<file path="config.mk">
export PLATFORM = sky130hd
export DESIGN_NAME = alu_exec_unit_flat
export DESIGN_NICKNAME = d
export VERILOG_FILES = /design/src/rtl/alu_exec_unit_pkg.sv /design/src/rtl/alu_exec_unit_if.sv /design/src/rtl/alu_iter_muldiv.sv /design/src/rtl/alu_exec_unit.sv /design/src/flat_wrapper.sv
export SDC_FILE = /design/constraint.sdc
export NUM_CORES = 1
export LEC_CHECK = 0
export CAP_MARGIN = 10
export CORE_UTILIZATION = 30
export CTS_CLUSTER_DIAMETER = 80
export CTS_CLUSTER_SIZE = 30
export DETAILED_ROUTE_END_ITERATION = 16
export SLEW_MARGIN = 20
export SYNTH_ARGS = -nofsm -noshare
export SYNTH_HDL_FRONTEND = slang
export SYNTH_SLANG_ARGS = --single-unit
</file>
<file path="constraint.sdc">
create_clock -name iCLK -period 3.7 [get_ports iCLK]
set_clock_uncertainty 0.1 [all_clocks]
set_input_delay 0.74 -clock iCLK [delete_from_list [all_inputs] [get_ports iCLK]]
set_output_delay 0.74 -clock iCLK [all_outputs]
set_load 0.005 [all_outputs]
</file>
<file path="src/rtl/alu_exec_unit_pkg.sv">
// Shared parameters for the EX-stage execute unit: widths, ALU control
// opcodes, FSM state encoding and single-cycle ALU helpers.
`ifndef PARAM
`define PARAM
package alu_exec_unit_pkg;

  localparam int unsigned WIDTH = 32;
  localparam int unsigned OP_W  = 5;
  localparam int unsigned CNT_W = $clog2(WIDTH);

  localparam logic [WIDTH-1:0] SMIN = {1'b1, {(WIDTH-1){1'b0}}};

  localparam logic [OP_W-1:0] OPAND  = 5'd0;
  localparam logic [OP_W-1:0] OPOR   = 5'd1;
  localparam logic [OP_W-1:0] OPADD  = 5'd2;
  localparam logic [OP_W-1:0] OPSUB  = 5'd6;
  localparam logic [OP_W-1:0] OPSLT  = 5'd7;
  localparam logic [OP_W-1:0] OPMUL  = 5'd8;
  localparam logic [OP_W-1:0] OPDIV  = 5'd9;
  localparam logic [OP_W-1:0] OPDIVU = 5'd10;
  localparam logic [OP_W-1:0] OPREM  = 5'd11;
  localparam logic [OP_W-1:0] OPREMU = 5'd12;

  typedef enum logic [1:0] {
    ST_IDLE = 2'd0,
    ST_RUN  = 2'd1,
    ST_DONE = 2'd2
  } state_e;

  // Single-cycle ALU ops; anything else (including M ops) yields zero
  function automatic logic [WIDTH-1:0] alu_single(input logic [OP_W-1:0] op,
                                                  input logic [WIDTH-1:0] a,
                                                  input logic [WIDTH-1:0] b);
    logic [WIDTH-1:0] r;
    r = '0;
    case (op)
      OPADD:   r = a + b;
      OPSUB:   r = a - b;
      OPAND:   r = a & b;
      OPOR:    r = a | b;
      OPSLT:   r = {{(WIDTH-1){1'b0}}, ($signed(a) < $signed(b))};
      default: r = '0;
    endcase
    return r;
  endfunction

  function automatic logic is_iter_op(input logic [OP_W-1:0] op);
    return (op == OPMUL) || (op == OPDIV) || (op == OPDIVU) ||
           (op == OPREM) || (op == OPREMU);
  endfunction

  function automatic logic is_div_op(input logic [OP_W-1:0] op);
    return (op == OPDIV) || (op == OPDIVU) || (op == OPREM) || (op == OPREMU);
  endfunction

endpackage
`endif

</file>
<file path="src/rtl/alu_exec_unit_if.sv">
// Request/response bundle between the EX-stage control FSM and the execute unit.
interface alu_exec_unit_if;
  import alu_exec_unit_pkg::*;

  logic             iStart;
  logic [OP_W-1:0]  iALUControl;
  logic [WIDTH-1:0] iA;
  logic [WIDTH-1:0] iB;
  logic [WIDTH-1:0] oResult;
  logic             oBusy;
  logic             oDone;

  modport master (output iStart, iALUControl, iA, iB,
                  input  oResult, oBusy, oDone);
  modport slave  (input  iStart, iALUControl, iA, iB,
                  output oResult, oBusy, oDone);
endinterface

</file>
<file path="src/rtl/alu_iter_muldiv.sv">
// Iterative 1-bit-per-cycle engine: shift-add multiply (low WIDTH bits) or
// restoring unsigned divide on operand magnitudes. Built only with RV32M_EN.
module alu_iter_muldiv
  import alu_exec_unit_pkg::*;
(
  input  logic             clk,
  input  logic             rst,
  input  logic             start,
  input  logic             is_div,
  input  logic [WIDTH-1:0] a,
  input  logic [WIDTH-1:0] b,
  output logic             done_c,
  output logic [WIDTH-1:0] quo_c,
  output logic [WIDTH-1:0] acc_c
);

  // x: multiplicand / divisor, y: multiplier / dividend->quotient, z: product / remainder
  logic [WIDTH-1:0] x_q, x_d, y_q, y_d, z_q, z_d;
  logic [CNT_W-1:0] cnt_q, cnt_d;
  logic             run_q, run_d, div_q, div_d;
  logic [WIDTH:0]   rem_sh_c, trial_c;

  // One iteration step, or operand load on start
  always_comb begin
    x_d      = x_q;
    y_d      = y_q;
    z_d      = z_q;
    cnt_d    = cnt_q;
    run_d    = run_q;
    div_d    = div_q;
    rem_sh_c = {z_q, y_q[WIDTH-1]};
    trial_c  = rem_sh_c - {1'b0, x_q};
    if (start) begin
      x_d   = is_div ? b : a;
      y_d   = is_div ? a : b;
      z_d   = '0;
      cnt_d = CNT_W'(WIDTH - 1);
      run_d = 1'b1;
      div_d = is_div;
    end else if (run_q) begin
      if (div_q) begin
        if (!trial_c[WIDTH]) begin
          z_d = trial_c[WIDTH-1:0];
          y_d = {y_q[WIDTH-2:0], 1'b1};
        end else begin
          z_d = rem_sh_c[WIDTH-1:0];
          y_d = {y_q[WIDTH-2:0], 1'b0};
        end
      end else begin
        z_d = y_q[0] ? (z_q + x_q) : z_q;
        x_d = x_q << 1;
        y_d = y_q >> 1;
      end
      run_d = (cnt_q != '0);
      if (cnt_q != '0) cnt_d = cnt_q - CNT_W'(1);
    end
  end

  assign done_c = run_q && (cnt_q == '0);
  assign quo_c  = y_d;
  assign acc_c  = z_d;

  // Iteration registers
  always_ff @(posedge clk) begin
    if (rst) begin
      x_q   <= '0;
      y_q   <= '0;
      z_q   <= '0;
      cnt_q <= '0;
      run_q <= 1'b0;
      div_q <= 1'b0;
    end else begin
      x_q   <= x_d;
      y_q   <= y_d;
      z_q   <= z_d;
      cnt_q <= cnt_d;
      run_q <= run_d;
      div_q <= div_d;
    end
  end

endmodule

</file>
<file path="src/rtl/alu_exec_unit.sv">
// EX-stage execute unit: single-cycle ALU ops, plus iterative MUL/DIV/REM
// when the RV32M_EN macro is defined (otherwise those opcodes return 0).
module alu_exec_unit
  import alu_exec_unit_pkg::*;
(
  input  logic           iCLK,
  input  logic           iRST,
  alu_exec_unit_if.slave bus
);

  state_e           state_q, state_d;
  logic [WIDTH-1:0] result_q, result_d;
  logic             done_q, done_d;

`ifdef RV32M_EN
  logic             busy_q, busy_d;
  logic [OP_W-1:0]  op_q, op_d;
  logic             neg_quo_q, neg_quo_d, neg_rem_q, neg_rem_d;
  logic             start_c, iter_done_c;
  logic             div_op_c, signed_op_c, rem_op_c, a_neg_c, b_neg_c, b_zero_c, ovf_c;
  logic [WIDTH-1:0] a_mag_c, b_mag_c, quo_c, acc_c, special_res_c, fix_res_c;

  // Operand magnitudes and divide-by-zero / overflow detection
  always_comb begin
    div_op_c      = is_div_op(bus.iALUControl);
    signed_op_c   = (bus.iALUControl == OPDIV) || (bus.iALUControl == OPREM);
    rem_op_c      = (bus.iALUControl == OPREM) || (bus.iALUControl == OPREMU);
    a_neg_c       = signed_op_c && bus.iA[WIDTH-1];
    b_neg_c       = signed_op_c && bus.iB[WIDTH-1];
    a_mag_c       = a_neg_c ? (WIDTH'(0) - bus.iA) : bus.iA;
    b_mag_c       = b_neg_c ? (WIDTH'(0) - bus.iB) : bus.iB;
    b_zero_c      = (bus.iB == '0);
    ovf_c         = signed_op_c && (bus.iA == SMIN) && (bus.iB == '1);
    special_res_c = '0;
    if (b_zero_c)   special_res_c = rem_op_c ? bus.iA : '1;
    else if (ovf_c) special_res_c = rem_op_c ? '0 : SMIN;
  end

  // Sign fix-up of the iterative result
  always_comb begin
    fix_res_c = acc_c;
    case (op_q)
      OPDIV, OPDIVU: fix_res_c = neg_quo_q ? (WIDTH'(0) - quo_c) : quo_c;
      OPREM, OPREMU: fix_res_c = neg_rem_q ? (WIDTH'(0) - acc_c) : acc_c;
      default:       fix_res_c = acc_c;
    endcase
  end

  alu_iter_muldiv u_iter (
    .clk    (iCLK),
    .rst    (iRST),
    .start  (start_c),
    .is_div (div_op_c),
    .a      (a_mag_c),
    .b      (b_mag_c),
    .done_c (iter_done_c),
    .quo_c  (quo_c),
    .acc_c  (acc_c)
  );

  assign bus.oBusy = busy_q;
`else
  assign bus.oBusy = 1'b0;
`endif

  // Control FSM next state and registered handshake/result
  always_comb begin
    state_d  = state_q;
    result_d = result_q;
    done_d   = 1'b0;
`ifdef RV32M_EN
    busy_d    = 1'b0;
    op_d      = op_q;
    neg_quo_d = neg_quo_q;
    neg_rem_d = neg_rem_q;
    start_c   = 1'b0;
`endif
    case (state_q)
      ST_IDLE: begin
        if (bus.iStart) begin
`ifdef RV32M_EN
          if (div_op_c && (b_zero_c || ovf_c)) begin
            state_d  = ST_DONE;
            done_d   = 1'b1;
            result_d = special_res_c;
          end else if (is_iter_op(bus.iALUControl)) begin
            state_d   = ST_RUN;
            busy_d    = 1'b1;
            start_c   = 1'b1;
            op_d      = bus.iALUControl;
            neg_quo_d = a_neg_c ^ b_neg_c;
            neg_rem_d = a_neg_c;
          end else begin
            state_d  = ST_DONE;
            done_d   = 1'b1;
            result_d = alu_single(bus.iALUControl, bus.iA, bus.iB);
          end
`else
          state_d  = ST_DONE;
          done_d   = 1'b1;
          result_d = alu_single(bus.iALUControl, bus.iA, bus.iB);
`endif
        end
      end
`ifdef RV32M_EN
      ST_RUN: begin
        if (iter_done_c) begin
          state_d  = ST_DONE;
          done_d   = 1'b1;
          result_d = fix_res_c;
        end else begin
          busy_d = 1'b1;
        end
      end
`endif
      ST_DONE: state_d = ST_IDLE;
      default: state_d = ST_IDLE;
    endcase
  end

  // State and output registers
  always_ff @(posedge iCLK) begin
    if (iRST) begin
      state_q   <= ST_IDLE;
      result_q  <= '0;
      done_q    <= 1'b0;
`ifdef RV32M_EN
      busy_q    <= 1'b0;
      op_q      <= '0;
      neg_quo_q <= 1'b0;
      neg_rem_q <= 1'b0;
`endif
    end else begin
      state_q   <= state_d;
      result_q  <= result_d;
      done_q    <= done_d;
`ifdef RV32M_EN
      busy_q    <= busy_d;
      op_q      <= op_d;
      neg_quo_q <= neg_quo_d;
      neg_rem_q <= neg_rem_d;
`endif
    end
  end

  assign bus.oResult = result_q;
  assign bus.oDone   = done_q;

endmodule

</file>
<file path="src/flat_wrapper.sv">
// flat-port wrapper written by rule: the top's interface ports become plain ports
module alu_exec_unit_flat import alu_exec_unit_pkg::*;
  (iCLK, iRST, bus_iStart, bus_iALUControl, bus_iA, bus_iB, bus_oResult, bus_oBusy, bus_oDone);
  alu_exec_unit_if bus_i ();
  input  logic iCLK;
  input  logic iRST;
  input wire logic [$bits(bus_i.iStart)-1:0] bus_iStart;
  input wire logic [$bits(bus_i.iALUControl)-1:0] bus_iALUControl;
  input wire logic [$bits(bus_i.iA)-1:0] bus_iA;
  input wire logic [$bits(bus_i.iB)-1:0] bus_iB;
  output wire logic [$bits(bus_i.oResult)-1:0] bus_oResult;
  output wire logic [$bits(bus_i.oBusy)-1:0] bus_oBusy;
  output wire logic [$bits(bus_i.oDone)-1:0] bus_oDone;
  assign bus_i.iStart = bus_iStart;
  assign bus_i.iALUControl = bus_iALUControl;
  assign bus_i.iA = bus_iA;
  assign bus_i.iB = bus_iB;
  assign bus_oResult = bus_i.oResult;
  assign bus_oBusy = bus_i.oBusy;
  assign bus_oDone = bus_i.oDone;
  alu_exec_unit u_core (.iCLK(iCLK), .iRST(iRST), .bus(bus_i));
endmodule
</file>
### Yosys cells after proc, flatten, opt, wreduce, memory -nomap -nowiden

Index checks and enable logic that the tools add are counted.

| storage, ports and cells | value |
|---|---|
| register bits after elaboration | 34 |
| input bits | 72 |
| output and inout port bits | 34 |
| logic and storage cells | 19 |

| operators by class | value |
|---|---|
| add/subtract/negate cells | 2 |
| magnitude comparators | 1 |
| eq/ne operators | 4 |
| muxes and demuxes | 2 |
| bitwise logic cells | 3 |
| reductions and logical operators | 4 |

Operators with widths:

| kind | number |
|---|---|
| $pmux W32 S5 | 1 |
| $add A32 B32 Y32 | 1 |
| $and A32 B32 Y32 | 1 |
| $lt A32 B32 Y1 | 1 |
| $or A32 B32 Y32 | 1 |
| $sub A32 B32 Y32 | 1 |
| $eq A5 B3 Y1 const B | 2 |
| $eq A5 B1 Y1 const B | 1 |
| $eq A5 B2 Y1 const B | 1 |
| $logic_not A5 Y1 | 1 |
| $logic_not A2 Y1 | 1 |
| $reduce_and A2 Y1 | 1 |
| $reduce_or A2 Y1 | 1 |
| $mux W1 | 1 |
| $not A1 Y1 | 1 |

### Depth between registers and ports, before layout

| depth | value |
|---|---|
| word-level depth | 3 |
| gate-level depth with buffers | 13 |
| gate-level depth less buffers | 13 |

### Least setup slack after synthesis

No wires, ideal clock.

| timing path | value |
|---|---|
| kind | in2reg |
| from | input bus_iA[0] |
| to | register u_core.result_q[30] (netlist: u_core.bus.oResult[30]) |
| setup time | 0.079 ns |
| arrival time | 3.176 ns |
| required time | 3.521 ns |
| slack | 0.345 ns |
| stages | 13 |
| path buffers | 0 |
| path through | inv_1 > ha_1 > inv_1 > fa_1 > nor3b_1 > o31ai_2 > a21boi_1 > o311ai_1 > a21oi_1 > a211oi_1 > o21ai_1 > or4_1 > o211ai_1 |

| between the ends | value |
|---|---|
| word-level cells in the longest chain between the ends | 2 |
| elaborated cells on any way between the ends | 3 |
| classes of those cells | add/sub (2); mux (1) |

RTL lines:

| what | line | source |
|---|---|---|
| start: declaration | flat_wrapper.sv:9 | `input wire logic [$bits(bus_i.iA)-1:0] bus_iA;` |
| $sub A32 B32 Y32 or $add A32 B32 Y32 (tied branches) | alu_exec_unit_pkg.sv:38, alu_exec_unit_pkg.sv:37 |  |
| $pmux W32 S5 * | alu_exec_unit_pkg.sv:36 | `case (op)` |
| end signal: assignment | alu_exec_unit.sv:135 | `result_q <= result_d;` |
| end: declaration | alu_exec_unit.sv:12 | `logic [WIDTH-1:0] result_q, result_d;` |

Every way passes the cells marked *; elsewhere a longest branch is shown, timed or not.
A chain may end at the register's enable or synchronous reset.

### Worst setup path after layout

| timing path | value |
|---|---|
| from | input bus_iB[12] |
| to | register u_core.result_q[30] (netlist: u_core.bus.oResult[30]) |

| between the ends | value |
|---|---|
| word-level cells in the longest chain between the ends | 2 |
| elaborated cells on any way between the ends | 3 |
| classes of those cells | add/sub (2); mux (1) |

RTL lines:

| what | line | source |
|---|---|---|
| start: declaration | flat_wrapper.sv:10 | `input wire logic [$bits(bus_i.iB)-1:0] bus_iB;` |
| $sub A32 B32 Y32 or $add A32 B32 Y32 (tied branches) | alu_exec_unit_pkg.sv:38, alu_exec_unit_pkg.sv:37 |  |
| $pmux W32 S5 * | alu_exec_unit_pkg.sv:36 |  |

Marked as above.

==> impl_metrics.toml <==
[run_status]
status = "finished clean"

[worst_setup_path]
cp_data_required_time_ns = 3.81
crit_arrival_ns = 3.72
reg2reg_from = "u_core.state_q[1]"
critPathMaxFanout = 3
cp-end-kind = "flop"
reg2reg_slack_ns = 1.39
critPathKind = "in2reg"
startpoint_type = "input pin"
r2r_cells = 7
worstReg2RegEnd = "u_core.bus.oResult[21]"

[grt]
gr-usage-all-layers_pct = 21.3
grt_first_pass_wirelength_mm = 34.7
grt_max_degree = 56
overflow = 0
antenna_found_initial = 0
grt_pass1_vias = 6775

[place]
hpwl_mm = 17.6
gp_congestion = 0.944
port_buffers = 104
pre_cts_slack_ns = -0.458
place_area_um2 = 8420
dp_cells = 1333

[synthesis]
ys.flop_type = "dfxtp_1"
avgSynthCellArea_um2 = 7.08
synthesis.area_um2 = 6070
synth-compound-area-share_pct = 33.1
yosysSeqAreaShare_pct = 11.2
synth_mux_area_share_pct = 1.83
synth_cells = 858
syn_nets = 1036
synth_top_area_share_pct = 21.4
synth_xor_area_share_pct = 3.32
ys_seq_elements = 34
synth.distinct_cells = 77
synth_top_family_by_area = "compound AO/OA/AOI/OAI gates"
yosysTopAreaCell = "ha_1"
ys_async_sr_fraction_pct = 0
synth.area.top_cells = "ha_1 21%, dfxtp_1 11%, a21oi_1 6.8%, inv_1 6.1%, nor2_1 5.1%"
synth_edf_count = 0
synth_simple_gate_area_share_pct = 18.7
yosys.area_share.adder_pct = 22.1
synth.yosys.warnings = 0

[sta]
setup_viol = 0
grt_setup_unrepaired = "yes"
max_freq_mhz = 277
fin_crit_ns = 3.60
hold_viol = 0
drv_slew = 0
tightest_slew_ns = 0.602
setup_slack_ns = 0.0955
slew_headroom_pct = 59.7
fin_crit_sh_pct = 97.4

[die]
start_util_pct = 30.9
num_rows = 51
coreArea_um2 = 19700
die_h_um = 144
die-area_um2 = 20800
die_w_um = 144
io_pins = 106

[worst_hold_path]
hold_path.class = "reg2reg"
worstHoldEndpoint = "u_core.bus.oResult[25]"
min_from = "u_core.bus.oResult[25]"
hold_depth = 2

[clock_network]
cts_root_buf = "clkbuf_16"
hold_buffers = 0
cts.sinks = 34
clock_latency_ns = 0.29
h-tree-depth = 2
cts_buffers = 5
cts_tree = "done"
clkSlewWorstSetupHoldPaths_ns = 0.07
clk_path_buf_depth = 2

[route]
wl_per_cell_um = 16.3
vias = 6981
wl_mm = 21.9
drtIter0Drc = 592
drc_errors = 0
routed_via_density = 5.19
drtAntennaViolNets = 0
firstDrtPassIters = 5

[cells_and_area]
syn_to_final_growth_pct = 45.3
finalNonFillerCells = 1345
nNetsFinal = 1257
antenna_cells = 0
drive_above_1_share_pct = 19.7
fin_area_um2 = 8820

[power]
peakVddDrop_v = 0.000173
total_power_mw = 2.03
p_per_area_nw_per_um2 = 230
power.leakage_nw = 3.97

[run]
max_cap_violations = 0
## where the power goes
group | total [mW] | switching (mW) | internal [mW]
registers | 0.373 | 0.00257 | 0.370
logic | 1.05 | 0.555 | 0.499
clock network | 0.602 | 0.213 | 0.389
## timing repair
item,in CTS,in global routing
gates resized for setup,5,31
setup endpoints to repair,4,14
buffers inserted,0,4
pin swaps,1,13
## final cells by class
cell class / instances / area, um2
inverters: 99 / 372
flip-flops and latches: 34 / 681
repair buffers: 267 / 2270
multi-input cells: 672 / 4980
clock buffers: 5 / 125
well taps: 265 / 332
fillers: 2047 / 10800
clock inverters: 3 / 68.8
## synth_stat cells, types with 11 or more instances
library cell	instances
nor2_1	83
nor2b_1	18
clkbuf_1	38
a21oi_1	82
buf_2	11
ha_1	104
inv_1	99
dfxtp_1	34
nand2_1	45
o21ai_0	53
nor3_1	20
a211oi_1	21
a22oi_1	15
xnor2_1	14
## logic make-up after synthesis
logic type	Yosys count
xor+xnor	23
mux	11
fa+ha+maj	106
simple gates	234
flops	34
compound gates	297
other cells	1
buf+inv	152
## flip-flops by register name, summed over array words and instances (netlist names)
signal              cells
u_core.state_q          1
u_core.bus.oDone        1
u_core.bus.oResult     32
## cell usage in the layout (no fill, tap or decap), types with 4 or more instances in the layout
cell and n:
a222oi_1 4, ha_1 99, o211ai_1 9, o21a_1 9, clkbuf_16 5, inv_1 97
o31ai_1 7, a211oi_1 19, nor2_1 83, nand2_1 45, a22oi_1 15, nor4_1 6
and3_1 7, nand3_1 9, nand4_1 8, a31oi_1 9, buf_4 163, mux2i_1 10
clkdlybuf4s50_1 99, a21o_1 10, or3_1 9, a211o_1 4, nor2b_1 18, dfxtp_1 34
a21oi_1 79, dlymetal6s2s_1 4, o22ai_1 9, xnor2_1 14, o21bai_1 7, xor2_1 9
nor3_1 20, a221o_1 4, nand2b_1 9, ha_2 4, o21ai_0 53
## layer usage
metal / vias up / GRT usage, % / wire, um
met5: - / 0 / 0
met1: 3212 / 28.4 / 9890
met3: 32 / 1.82 / 1400
li1: 3502 / - / -
met4: 0 / 7.26 / 544
met2: 235 / 35.8 / 10100
## worst max path at each step
stage	slack (ns)	from	cells past startpoint	endpoint
after detailed placement	-0.46	bus_iB[0]	13	u_core.bus.oResult[30]
after global placement	-0.41	bus_iB[0]	13	u_core.bus.oResult[30]
after CTS	0.0006	bus_iB[0]	13	u_core.bus.oResult[30]
after floorplan	0.35	bus_iA[0]	13	u_core.bus.oResult[30]
final	0.1	bus_iB[12]	12	u_core.bus.oResult[30]
after global routing	-0.05	bus_iB[11]	13	u_core.bus.oResult[30]
## critical path, stage by stage
cell and delay [ns]:
clkdlybuf4s50_1 0.47, inv_1 0.06, ha_1 0.31, or3b_1 0.37, a311oi_2 0.36, o211ai_1 0.22, o311ai_4 0.14, a21oi_2 0.11
a211oi_2 0.22, o21ai_1 0.11, or4_1 0.51, o211ai_1 0.09
## stage by stage
step	utilization, %	TNS, ns	hold slack [ns]
6_report	44.9	0	0.389
5_1_grt	44.9	-0.148	0.413
4_1_cts	43.9	0	0.397
3_5_place_dp	42.8	-4.12	0.382
3_3_place_gp	42.8	-3.50	0.373
2_1_floorplan	-	0	0.364
No activity file was read; power rests on OpenSTA's default activity.
